[src/rtl/mem_arb_pkg.sv]
// Shared types and helpers for the memory arbiter grant scheduler.
// Latency: none (types, constants and a combinational helper only).
// Backpressure: not applicable.
package mem_arb_pkg;

    typedef enum logic {
        IDLE = 1'b0,
        BUSY = 1'b1
    } sched_state_t;

    localparam logic MODE_FIXED = 1'b0;
    localparam logic MODE_WRR   = 1'b1;

    // Upper bound on the client count; onehot_to_id works on this width.
    localparam int MAX_CLIENTS = 8;

    // Binary index of the set bit in a one-hot vector (0 when empty).
    function automatic logic [2:0] onehot_to_id(input logic [MAX_CLIENTS-1:0] oh);
        logic [2:0] id;
        id = '0;
        for (int i = 0; i < MAX_CLIENTS; i++) begin
            if (oh[i]) begin
                id = 3'(i);
            end
        end
        return id;
    endfunction

endpackage

[src/rtl/mem_arb_rr_pick.sv]
// Round-robin picker: first eligible client at or above ptr_i, wrapping to 0.
// Latency: purely combinational.
// Backpressure: none; found_o is low when no client is eligible.
// Ports: eligible_i (request mask), ptr_i (search start), win_o (one-hot), found_o.
module mem_arb_rr_pick #(
    parameter int CLIENTS  = 3,
    parameter int ID_WIDTH = 2
) (
    input  logic [CLIENTS-1:0]  eligible_i,
    input  logic [ID_WIDTH-1:0] ptr_i,
    output logic [CLIENTS-1:0]  win_o,
    output logic                found_o
);

    logic [CLIENTS-1:0] rot;
    logic [CLIENTS-1:0] rot_oh;

    always_comb begin
        // Rotate right by ptr so the search start lands on bit 0.
        rot    = CLIENTS'({eligible_i, eligible_i} >> ptr_i);
        // Isolate the lowest set bit.
        rot_oh = rot & (~rot + CLIENTS'(1));
        // Rotate the one-hot result back into client index space.
        win_o   = CLIENTS'(({rot_oh, rot_oh} << ptr_i) >> CLIENTS);
        found_o = |eligible_i;
    end

endmodule

[src/rtl/mem_arb_wrr_sched.sv]
// Grant scheduler for the shared memory port: fixed priority or credit-based WRR.
// Latency: grant registered one cycle after the arbitration (IDLE) cycle.
// Backpressure: grant is held until m_ack; enable=0 blocks new grants only.
// Ports: clk, rst (async active-low), enable, mode, weights, req, m_ack -> gnt, gnt_valid, gnt_id.
module mem_arb_wrr_sched
    import mem_arb_pkg::*;
#(
    parameter  int CLIENTS      = 3,
    parameter  int WEIGHT_WIDTH = 4,
    localparam int ID_WIDTH     = (CLIENTS > 1) ? $clog2(CLIENTS) : 1
) (
    input  logic                            clk,
    input  logic                            rst,
    input  logic                            enable,
    input  logic                            mode,
    input  logic [CLIENTS*WEIGHT_WIDTH-1:0] weights,
    input  logic [CLIENTS-1:0]              req,
    input  logic                            m_ack,
    output logic [CLIENTS-1:0]              gnt,
    output logic                            gnt_valid,
    output logic [ID_WIDTH-1:0]             gnt_id
);

    sched_state_t              state_q, state_d;
    logic [CLIENTS-1:0]        gnt_q, gnt_d;
    logic [ID_WIDTH-1:0]       gnt_id_q, gnt_id_d;
    logic [ID_WIDTH-1:0]       ptr_q, ptr_d;
    logic [WEIGHT_WIDTH-1:0]   credit_q [CLIENTS];
    logic [WEIGHT_WIDTH-1:0]   credit_d [CLIENTS];
    logic [WEIGHT_WIDTH-1:0]   credit_src [CLIENTS];

    logic                      reload;
    logic                      last_credit;
    logic [CLIENTS-1:0]        elig_wrr;
    logic [CLIENTS-1:0]        pick_elig;
    logic [ID_WIDTH-1:0]       pick_ptr;
    logic [CLIENTS-1:0]        win;
    logic                      found;
    logic [ID_WIDTH-1:0]       win_id;

    // Credit view for this arbitration cycle: if no requester has credit left,
    // every counter reloads to max(weight,1) and the pick uses those values.
    always_comb begin
        reload     = 1'b1;
        elig_wrr   = '0;
        credit_src = credit_q;
        for (int i = 0; i < CLIENTS; i++) begin
            if (req[i] && (credit_q[i] != '0)) begin
                reload = 1'b0;
            end
        end
        for (int i = 0; i < CLIENTS; i++) begin
            if (reload) begin
                credit_src[i] = (weights[i*WEIGHT_WIDTH +: WEIGHT_WIDTH] == '0)
                              ? WEIGHT_WIDTH'(1)
                              : weights[i*WEIGHT_WIDTH +: WEIGHT_WIDTH];
            end
            elig_wrr[i] = req[i] && (credit_src[i] != '0);
        end
    end

    // Fixed priority reuses the picker with the pointer pinned at 0.
    assign pick_elig = (mode == MODE_WRR) ? elig_wrr : req;
    assign pick_ptr  = (mode == MODE_WRR) ? ptr_q : '0;

    mem_arb_rr_pick #(
        .CLIENTS  (CLIENTS),
        .ID_WIDTH (ID_WIDTH)
    ) u_pick (
        .eligible_i (pick_elig),
        .ptr_i      (pick_ptr),
        .win_o      (win),
        .found_o    (found)
    );

    assign win_id = ID_WIDTH'(onehot_to_id(MAX_CLIENTS'(win)));

    always_comb begin
        state_d     = state_q;
        gnt_d       = gnt_q;
        gnt_id_d    = gnt_id_q;
        ptr_d       = ptr_q;
        credit_d    = credit_q;
        last_credit = 1'b0;
        case (state_q)
            IDLE: begin
                if (enable && found) begin
                    state_d  = BUSY;
                    gnt_d    = win;
                    gnt_id_d = win_id;
                    if (mode == MODE_WRR) begin
                        for (int i = 0; i < CLIENTS; i++) begin
                            credit_d[i] = credit_src[i];
                            if (win[i]) begin
                                credit_d[i] = credit_src[i] - WEIGHT_WIDTH'(1);
                                if (credit_src[i] == WEIGHT_WIDTH'(1)) begin
                                    last_credit = 1'b1;
                                end
                            end
                        end
                        // Stay on the winner while it still has credit.
                        if (last_credit) begin
                            ptr_d = (win_id == ID_WIDTH'(CLIENTS - 1))
                                  ? '0 : win_id + ID_WIDTH'(1);
                        end else begin
                            ptr_d = win_id;
                        end
                    end
                end
            end
            BUSY: begin
                if (m_ack) begin
                    state_d  = IDLE;
                    gnt_d    = '0;
                    gnt_id_d = '0;
                end
            end
            default: begin
                state_d = IDLE;
            end
        endcase
    end

    always_ff @(posedge clk or negedge rst) begin
        if (!rst) begin
            state_q  <= IDLE;
            gnt_q    <= '0;
            gnt_id_q <= '0;
            ptr_q    <= '0;
            for (int i = 0; i < CLIENTS; i++) begin
                credit_q[i] <= '0;
            end
        end else begin
            state_q  <= state_d;
            gnt_q    <= gnt_d;
            gnt_id_q <= gnt_id_d;
            ptr_q    <= ptr_d;
            credit_q <= credit_d;
        end
    end

    assign gnt       = gnt_q;
    assign gnt_valid = |gnt_q;
    assign gnt_id    = gnt_id_q;

endmodule

[config.mk]
export PLATFORM = sky130hd
export DESIGN_NAME = mem_arb_wrr_sched
export DESIGN_NICKNAME = d
export VERILOG_FILES = /design/src/rtl/mem_arb_pkg.sv /design/src/rtl/mem_arb_rr_pick.sv /design/src/rtl/mem_arb_wrr_sched.sv
export SDC_FILE = /design/constraint.sdc
export NUM_CORES = 1
export LEC_CHECK = 0
export ABC_AREA = 1
export CAP_MARGIN = 20
export CORE_UTILIZATION = 45
export CTS_CLUSTER_DIAMETER = 120
export CTS_CLUSTER_SIZE = 12
export DETAILED_ROUTE_END_ITERATION = 6
export PLACE_DENSITY = 0.7
export SYNTH_ARGS = -nofsm -noshare
export SYNTH_HDL_FRONTEND = slang
export SYNTH_HIERARCHICAL = 1
export SYNTH_SLANG_ARGS = --single-unit
[constraint.sdc]
create_clock -name clk -period 3.1 [get_ports clk]
set_clock_uncertainty 0.05 [all_clocks]
set_input_delay 0.465 -clock clk [delete_from_list [all_inputs] [get_ports clk]]
set_output_delay 0.465 -clock clk [all_outputs]
set_load 0.05 [all_outputs]
# [Word level (Yosys, flattened, before mapping)]
# Cells that the tools add are included.
[word_totals] reg_bits=20 inputBits=20
[classes] add_sub_neg=5 n_bitwise=3 n_mux=36 n_reduce_logical=20 n_eq_ne=6 n_shift=2
[ops] operator="$mux 4" n=9
[ops] operator="$reduce_bool 4->1" n=6
[ops] operator="$mux 1" n=15
[ops] operator="$eq 4x1->1 const B" n=3
[ops] operator="$logic_not 4->1" n=3
[ops] operator="$mux 2" n=6
[ops] operator="$sub 4x1->4 const B" n=3
[ops] operator="$mux 3" n=3
[ops] operator="$logic_and 1x1->1" n=7
[ops] operator="$pmux 3 s2" n=1
[ops] operator="$reduce_or 3->1" n=2
[ops] operator="$shl 6x2->6" n=1
[ops] operator="$shr 6x2->3" n=1
[ops] operator="$ne 2x2->1 const B" n=2
[ops] operator="$pmux 2 s2" n=1
[ops] operator="$add 3x1->3 const B" n=1
[ops] operator="$and 3x3->3" n=1
[ops] operator="$not 3->3" n=1
[ops] operator="$reduce_and 3->1" n=1
[ops] operator="$add 2x1->2 const B" n=1
[ops] operator="$eq 2x2->1 const B" n=1
[ops] operator="$pmux 1 s2" n=1
[ops] operator="$reduce_and 2->1" n=1
[ops] operator="$not 1->1" n=1

# [Logic depth before layout (Yosys ltp)]
[depth] ltp_word=23 depth_mapped=27 ltp_nobuf=26

# [Hierarchy]
# The synthesis kept the hierarchy.
[modules_own_cells] mod="mem_arb_wrr_sched" cells_each=214 n_inst=1 seq_area_each_um2=475.5 area_each_um2=1462.7
[modules_own_cells] mod="mem_arb_rr_pick" cells_each=47 n_inst=1 seq_area_each_um2=0.0 area_each_um2=240.2

# [Worst setup path before layout]
# No wires, ideal clock.
[synth_path] path_kind="reg-to-reg" startpoint="register credit_q[10] (netlist bit)" endpoint="register ptr_q[1]" stages_incl_launch_ff=27 path_buffers=1 arrival_time_ns=2.578 setup_slack_ns=0.355 path_cell_list="dfrtp_1 -> nor2_2 -> nand2_2 -> nand2_4 -> nand3_4 -> buf_6 -> o21ai_2 -> inv_1 -> ha_1 -> nand3_1 -> o21ai_0 -> inv_1 -> inv_1 -> nand2_1 -> nand3_1 -> nand2_1 -> nand3_1 -> nand2_1 -> nand2_1 -> nand2_1 -> nand2_1 -> inv_1 -> nand3_1 -> nand2_1 -> nand2_1 -> nand3_1 -> nand2_1"
[synth_between] word_cells_on_any_way=41 cone_classes="add/sub (2); eq/ne (4); shift (2); mux (20); bitwise (2); reduce/logical (11)"
[synth_rtl] item="start, declared" line="mem_arb_wrr_sched.sv:28" rtl="logic [WEIGHT_WIDTH-1:0] credit_q [CLIENTS];"
[synth_rtl] item="start signal, assigned" line="mem_arb_wrr_sched.sv:138" rtl="credit_q <= credit_d;"
[synth_rtl] item="$reduce_bool 4->1 *" line="mem_arb_wrr_sched.sv:48" rtl="if (req[i] && (credit_q[i] != '0)) begin"
[synth_rtl] item="$logic_and 1x1->1 *" line="mem_arb_wrr_sched.sv:48"
[synth_rtl] item="$mux 1 * (3 in series)" line="mem_arb_wrr_sched.sv:48"
[synth_rtl] item="$mux 4 *" line="mem_arb_wrr_sched.sv:53" rtl="if (reload) begin"
[synth_rtl] item="$reduce_bool 4->1 *" line="mem_arb_wrr_sched.sv:58" rtl="elig_wrr[i] = req[i] && (credit_src[i] != '0);"
[synth_rtl] item="$logic_and 1x1->1 *" line="mem_arb_wrr_sched.sv:58"
[synth_rtl] item="$mux 3 *" line="mem_arb_wrr_sched.sv:63" rtl="assign pick_elig = (mode == MODE_WRR) ? elig_wrr : req;"
[synth_rtl] item="net pick_elig[2]" line="mem_arb_wrr_sched.sv:35" rtl="logic [CLIENTS-1:0] pick_elig;"
[synth_rtl] item="[5 not listed]"
[synth_rtl] item="net win[1]" line="mem_arb_wrr_sched.sv:37" rtl="logic [CLIENTS-1:0] win;"
[synth_rtl] item="$mux 1" line="mem_arb_wrr_sched.sv:94" rtl="if (win[i]) begin"
[synth_rtl] item="$mux 1" line="mem_arb_wrr_sched.sv:96" rtl="if (credit_src[i] == WEIGHT_WIDTH'(1)) begin"
[synth_rtl] item="$mux 1" line="mem_arb_wrr_sched.sv:94"
[synth_rtl] item="$mux 1" line="mem_arb_wrr_sched.sv:91" rtl="if (mode == MODE_WRR) begin"
[synth_rtl] item="$mux 1" line="mem_arb_wrr_sched.sv:87" rtl="if (enable && found) begin"
[synth_rtl] item="$mux 1" line="mem_arb_wrr_sched.sv:85" rtl="case (state_q)"
[synth_rtl] item="$mux 2 *" line="mem_arb_wrr_sched.sv:102" rtl="if (last_credit) begin"
[synth_rtl] item="end signal, assigned" line="mem_arb_wrr_sched.sv:137" rtl="ptr_q <= ptr_d;"
[synth_rtl] item="end, declared" line="mem_arb_wrr_sched.sv:27" rtl="logic [ID_WIDTH-1:0] ptr_q, ptr_d;"
# Mark *: on every way through the listed nets, which the timed path passes. The rest lies on a longest branch. The select of a mux whose other input is x is not followed.
# A chain may end at the register's enable or synchronous reset.

# [Final worst setup path]
[layout_path] startpoint="register credit_q[9] (netlist bit)" endpoint="register ptr_q[1]"
[layout_between] elab_chain_cells=23 word_cells_on_any_way=41 cone_classes="add/sub (2); eq/ne (4); shift (2); mux (20); bitwise (2); reduce/logical (11)"
[layout_lines] item="$reduce_bool 4->1 *" line="mem_arb_wrr_sched.sv:48"
[layout_lines] item="$logic_and 1x1->1 *" line="mem_arb_wrr_sched.sv:48"
[layout_lines] item="$mux 1 * (3 in series)" line="mem_arb_wrr_sched.sv:48"
[layout_lines] item="$mux 4 *" line="mem_arb_wrr_sched.sv:53"
[layout_lines] item="$reduce_bool 4->1 *" line="mem_arb_wrr_sched.sv:58"
[layout_lines] item="$logic_and 1x1->1 *" line="mem_arb_wrr_sched.sv:58"
[layout_lines] item="$mux 3 *" line="mem_arb_wrr_sched.sv:63"
[layout_lines] item="net pick_elig[1]" line="mem_arb_wrr_sched.sv:35"
[layout_lines] item="[5 not listed]"
[layout_lines] item="net win[0]" line="mem_arb_wrr_sched.sv:37"
[layout_lines] item="[1 not listed]"
[layout_lines] item="$mux 1" line="mem_arb_wrr_sched.sv:96"
[layout_lines] item="$mux 1 *" line="mem_arb_wrr_sched.sv:94"
[layout_lines] item="$mux 1" line="mem_arb_wrr_sched.sv:96"
[layout_lines] item="$mux 1 *" line="mem_arb_wrr_sched.sv:94"
[layout_lines] item="$mux 1 *" line="mem_arb_wrr_sched.sv:91"
[layout_lines] item="$mux 1 *" line="mem_arb_wrr_sched.sv:87"
[layout_lines] item="$mux 1 *" line="mem_arb_wrr_sched.sv:85"
[layout_lines] item="$mux 2 *" line="mem_arb_wrr_sched.sv:102"
# Marked as above.

==> summary.md <==
| Metric | Value |
|---|---|
| Sum Neg Setup Slack | `0 ps` |
| Syn_nets | `287` |
| Hold wc startpoint | `ptr_q[1]` |
| Top cell type's share of synthesized area | `27.9%` |
| I/O Buffers | `25` |
| Max frequency | `0.338 GHz` |
| Post-synthesis adder-cell area fraction | `4.41%` |
| Crit path top cell by count | `nand2_2` |
| Place WS | `-378 ps` |
| Synth-to-Final Area Change | `50.2%` |
| Hold Crit Depth | `2` |
| Clock transition at path regs | `80 ps` |
| First drt pass iteration count | `4` |
| Largest family of logic cells by synthesized area | `simple AND/OR/NAND/NOR gates` |
| R2R depth | `24` |
| Fin Hold WS | `444 ps` |
| Die ar. | `4030 µm²` |
| Longest Clk Path Bufs | `2` |
| Area of the multi-input gates | `1110 µm²` |
| Commonest non-fill, non-tap cell in the layout | `nand2_1` |
| Vias/cell | `5.07` |
| Gate count of the mapped netlist | `261` |
| Boundary Pins | `26` |
| Wirelength per Cell | `12.7 µm` |
| Hold worst-path end | `ptr_q[1]` |
| Final HPWL DP | `3530 µm` |
| Largest stage delay, worst path | `420 ps` |
| RePlAce Congestion | `0.886` |
| CP Class | `register to register` |
| # DRC | `0` |
| Crit. End Element | `register` |
| Slew Viols, Final | `0` |
| Antenna Diode Count | `0` |
| Power per cell area | `930 nW/µm²` |
| Worst slew pin tran | `950 ps` |
| Status | `complete, no violations` |
| Starting Density | `49.1%` |
| Post-synthesis mux area share | `0%` |
| First-pass GRT wire length | `7800 µm` |
| Die Span Y | `63.5 µm` |
| Hold Path Class | `register to register` |
| Setup violators final | `0` |
| Synth Area in XOR/XNOR | `1.54%` |
| Clock latency on the worst-skew pair | `260 ps` |
| Initial antenna violation count | `0` |
| Final WS setup | `145 ps` |
| Yosys warns | `6` |
| Critical Path RT | `3210 ps` |
| FF+latch area | `475 µm²` |
| Crit path launch | `credit_q[9]` |
| Placed cell count | `374` |
| Worst VDD drop | `0.000747 V` |
| Startpoint types | `register` |
| Yosys top cell by area | `dfrtp_1` |
| Final period utilization | `95.3%` |
| Total track usage | `24.7%` |
| Share of layout cells above drive strength 1 | `37.1%` |
| FP Rows | `21` |
| Overall die width | `63.5 µm` |
| Slew HR | `36.5%` |
| Synth top area cells | `dfrtp_1 (28%), nand2_1 (17%), inv_1 (9.3%)` |
| Compound-gate portion of the synthesized area | `11.6%` |
| Syn Std Cell Area | `1700 µm²` |
| Netlist cell types | `29` |
| Hold buffer count at cts | `0` |
| Vias in the first global route | `1814` |
| Yosys reg bits | `19` |
| Largest net degree at the start of global routing | `20` |
| Root Buffer | `clkbuf_8` |
| Fin crit period | `2950 ps` |
| Critical Path Fanout Max | `8` |
| CTS tree | `yes` |
| Final Routed Wirelength | `4910 µm` |
| Cell Count, Final, Fillers Out | `386` |
| MaxCap Viol Count | `0` |
| Fin nets | `367` |
| Worst-path cell chain | `nor2_2, nand2_2, nand2_4, nand3_4, buf_4, buf_4, o21ai_1, nand3_1, o21ai_2, inv_2, nand2_2, nand3_2, nand2_2, nand3_2, nand2_2, nand2_2, nand2_4, nand2_2, inv_2, nand3_4, nand2_2, nand2_1, nand3_1, nand2_1` |
| Synth Area in Simple Gates | `40.8%` |
| Final Hold Vio Count | `0` |
| Fill count | `294` |
| CTS buffer count | `3` |
| Core Area | `3470 µm²` |
| TritonCTS Sinks | `19` |
| Commonest non-fill, non-tap cells in the layout | `nand2_1 (62), buf_4 (54), inv_1 (34), clkdlybuf4s50_1 (22), nand2_2 (21)` |
| Leak | `1.35 nW` |
| CP arrival | `3070 ps` |
| Worst R2R Setup Slack | `150 ps` |
| Reg2reg start | `credit_q[9]` |
| Crit-path slowest cell | `dfrtp_1` |
| Sequential share of the synthesized area | `27.9%` |
| Average size of a mapped cell | `6.52 µm²` |
| Via count | `1958` |
| H-tree levels | `1` |
| First DRT Iteration DRCs | `107` |
| Reg2reg end | `ptr_q[1]` |
| Routed Antenna Nets | `0` |
| GR Overflow Total | `0` |
[metal layers]
| metal | global-route usage [%] | routed length [µm] | vias up |
|---|---|---|---|
| met1 | 31.1 | 2130 | 907 |
| met3 | 4.35 | 220 | 8 |
| met4 | 5.40 | 61 | 0 |
| li1 | - | - | 990 |
| met5 | 0 | 0 | - |
| met2 | 43.5 | 2500 | 53 |
[flip-flops by register name (all words and copies together), names as in the netlist]
register / cells
credit_q: 12
gnt: 3
gnt_id: 1
ptr_q: 2
state_q: 1
[worst max-delay path by stage]
stage / cells past startpoint / slack (ps) / to
finish: 24 / 150 / ptr_q[1]
global route: 26 / -70 / ptr_q[0]
CTS: 25 / 4 / ptr_q[1]
detailed placement: 25 / -380 / ptr_q[1]
global placement: 25 / -350 / ptr_q[1]
floorplan: 26 / 360 / ptr_q[1]
[repair_timing]
item                                    4_1_cts  5_1_grt
endpoints found under the setup margin        8       18
pin swaps                                     1       18
gates cloned                                  0        0
buffers inserted                              2        6
hold endpoints to repair                      0        0
gates resized for setup                       3       47
[synth_stat cells]
cell and number:
buf_6 2, clkbuf_1 1, dfrtp_1 19, nand3b_1 3
a31oi_1 1, buf_2 1, nand3_4 1, clkbuf_8 1
nand2_2 8, buf_4 1, nand2_1 77, a21oi_1 4
inv_6 1, nand4_1 7, nor2_2 5, o21ai_1 4
nand3_1 24, o21ai_0 16, nand3_2 3, nor2_1 15
nand2_4 3, inv_2 4, ha_1 6, o22ai_1 3
a21oi_2 1, o2111ai_1 2, xnor2_1 3, inv_1 42
o21ai_2 3
[report_power, final]
part / leakage, nW / internal (mW) / switching (mW) / total (mW)
clock network: 0.0217 / 0.0909 / 0.0981 / 0.189
registers: 0.241 / 0.356 / 0.0830 / 0.439
logic: 1.09 / 0.779 / 0.973 / 1.75
total: 1.35 / 1.23 / 1.15 / 2.38
[stage by stage]
step / instance area, µm² / utilization (%) / power, mW
6_report: 2560 / 73.7 / 2.38
5_1_grt: 2560 / 73.7 / 2.57
4_1_cts: 2390 / 68.8 / 2.20
3_5_place_dp: 2320 / 66.8 / 1.98
3_3_place_gp: 2320 / 66.8 / 1.96
2_1_floorplan: 1700 / - / 1.38
[layout make-up]
type	count	area share (%)
Inverter	47	7.09
Multi-Input combinational cell	189	43.5
Sequential cell	19	18.6
Timing Repair Buffer	81	26.7
Clock buffer	3	1.61
Tap cell	46	2.25
Clock inverter	1	0.294
[logic make-up (layout without fill, tap and decap cells)]
kind of cell	after synthesis	count (layout)
XOR/XNOR	3	3
flip-flops	19	19
AO/OA/AOI/OAI	34	34
AND/OR/NAND/NOR	146	146
buffers and inverters	53	132
adder cells (fa/ha/maj)	6	6
[worst max-delay path, delay by kind of cell, from the launching register on]
| family | cells | cell delay [ps] |
|---|---|---|
| and+or+nand+nor | 18 | 1580 |
| AOI/OAI and AO/OA | 2 | 340 |
| DFF | 1 | 420 |
| buffers and inverters | 4 | 460 |
(Power assumes the default switching activity.)
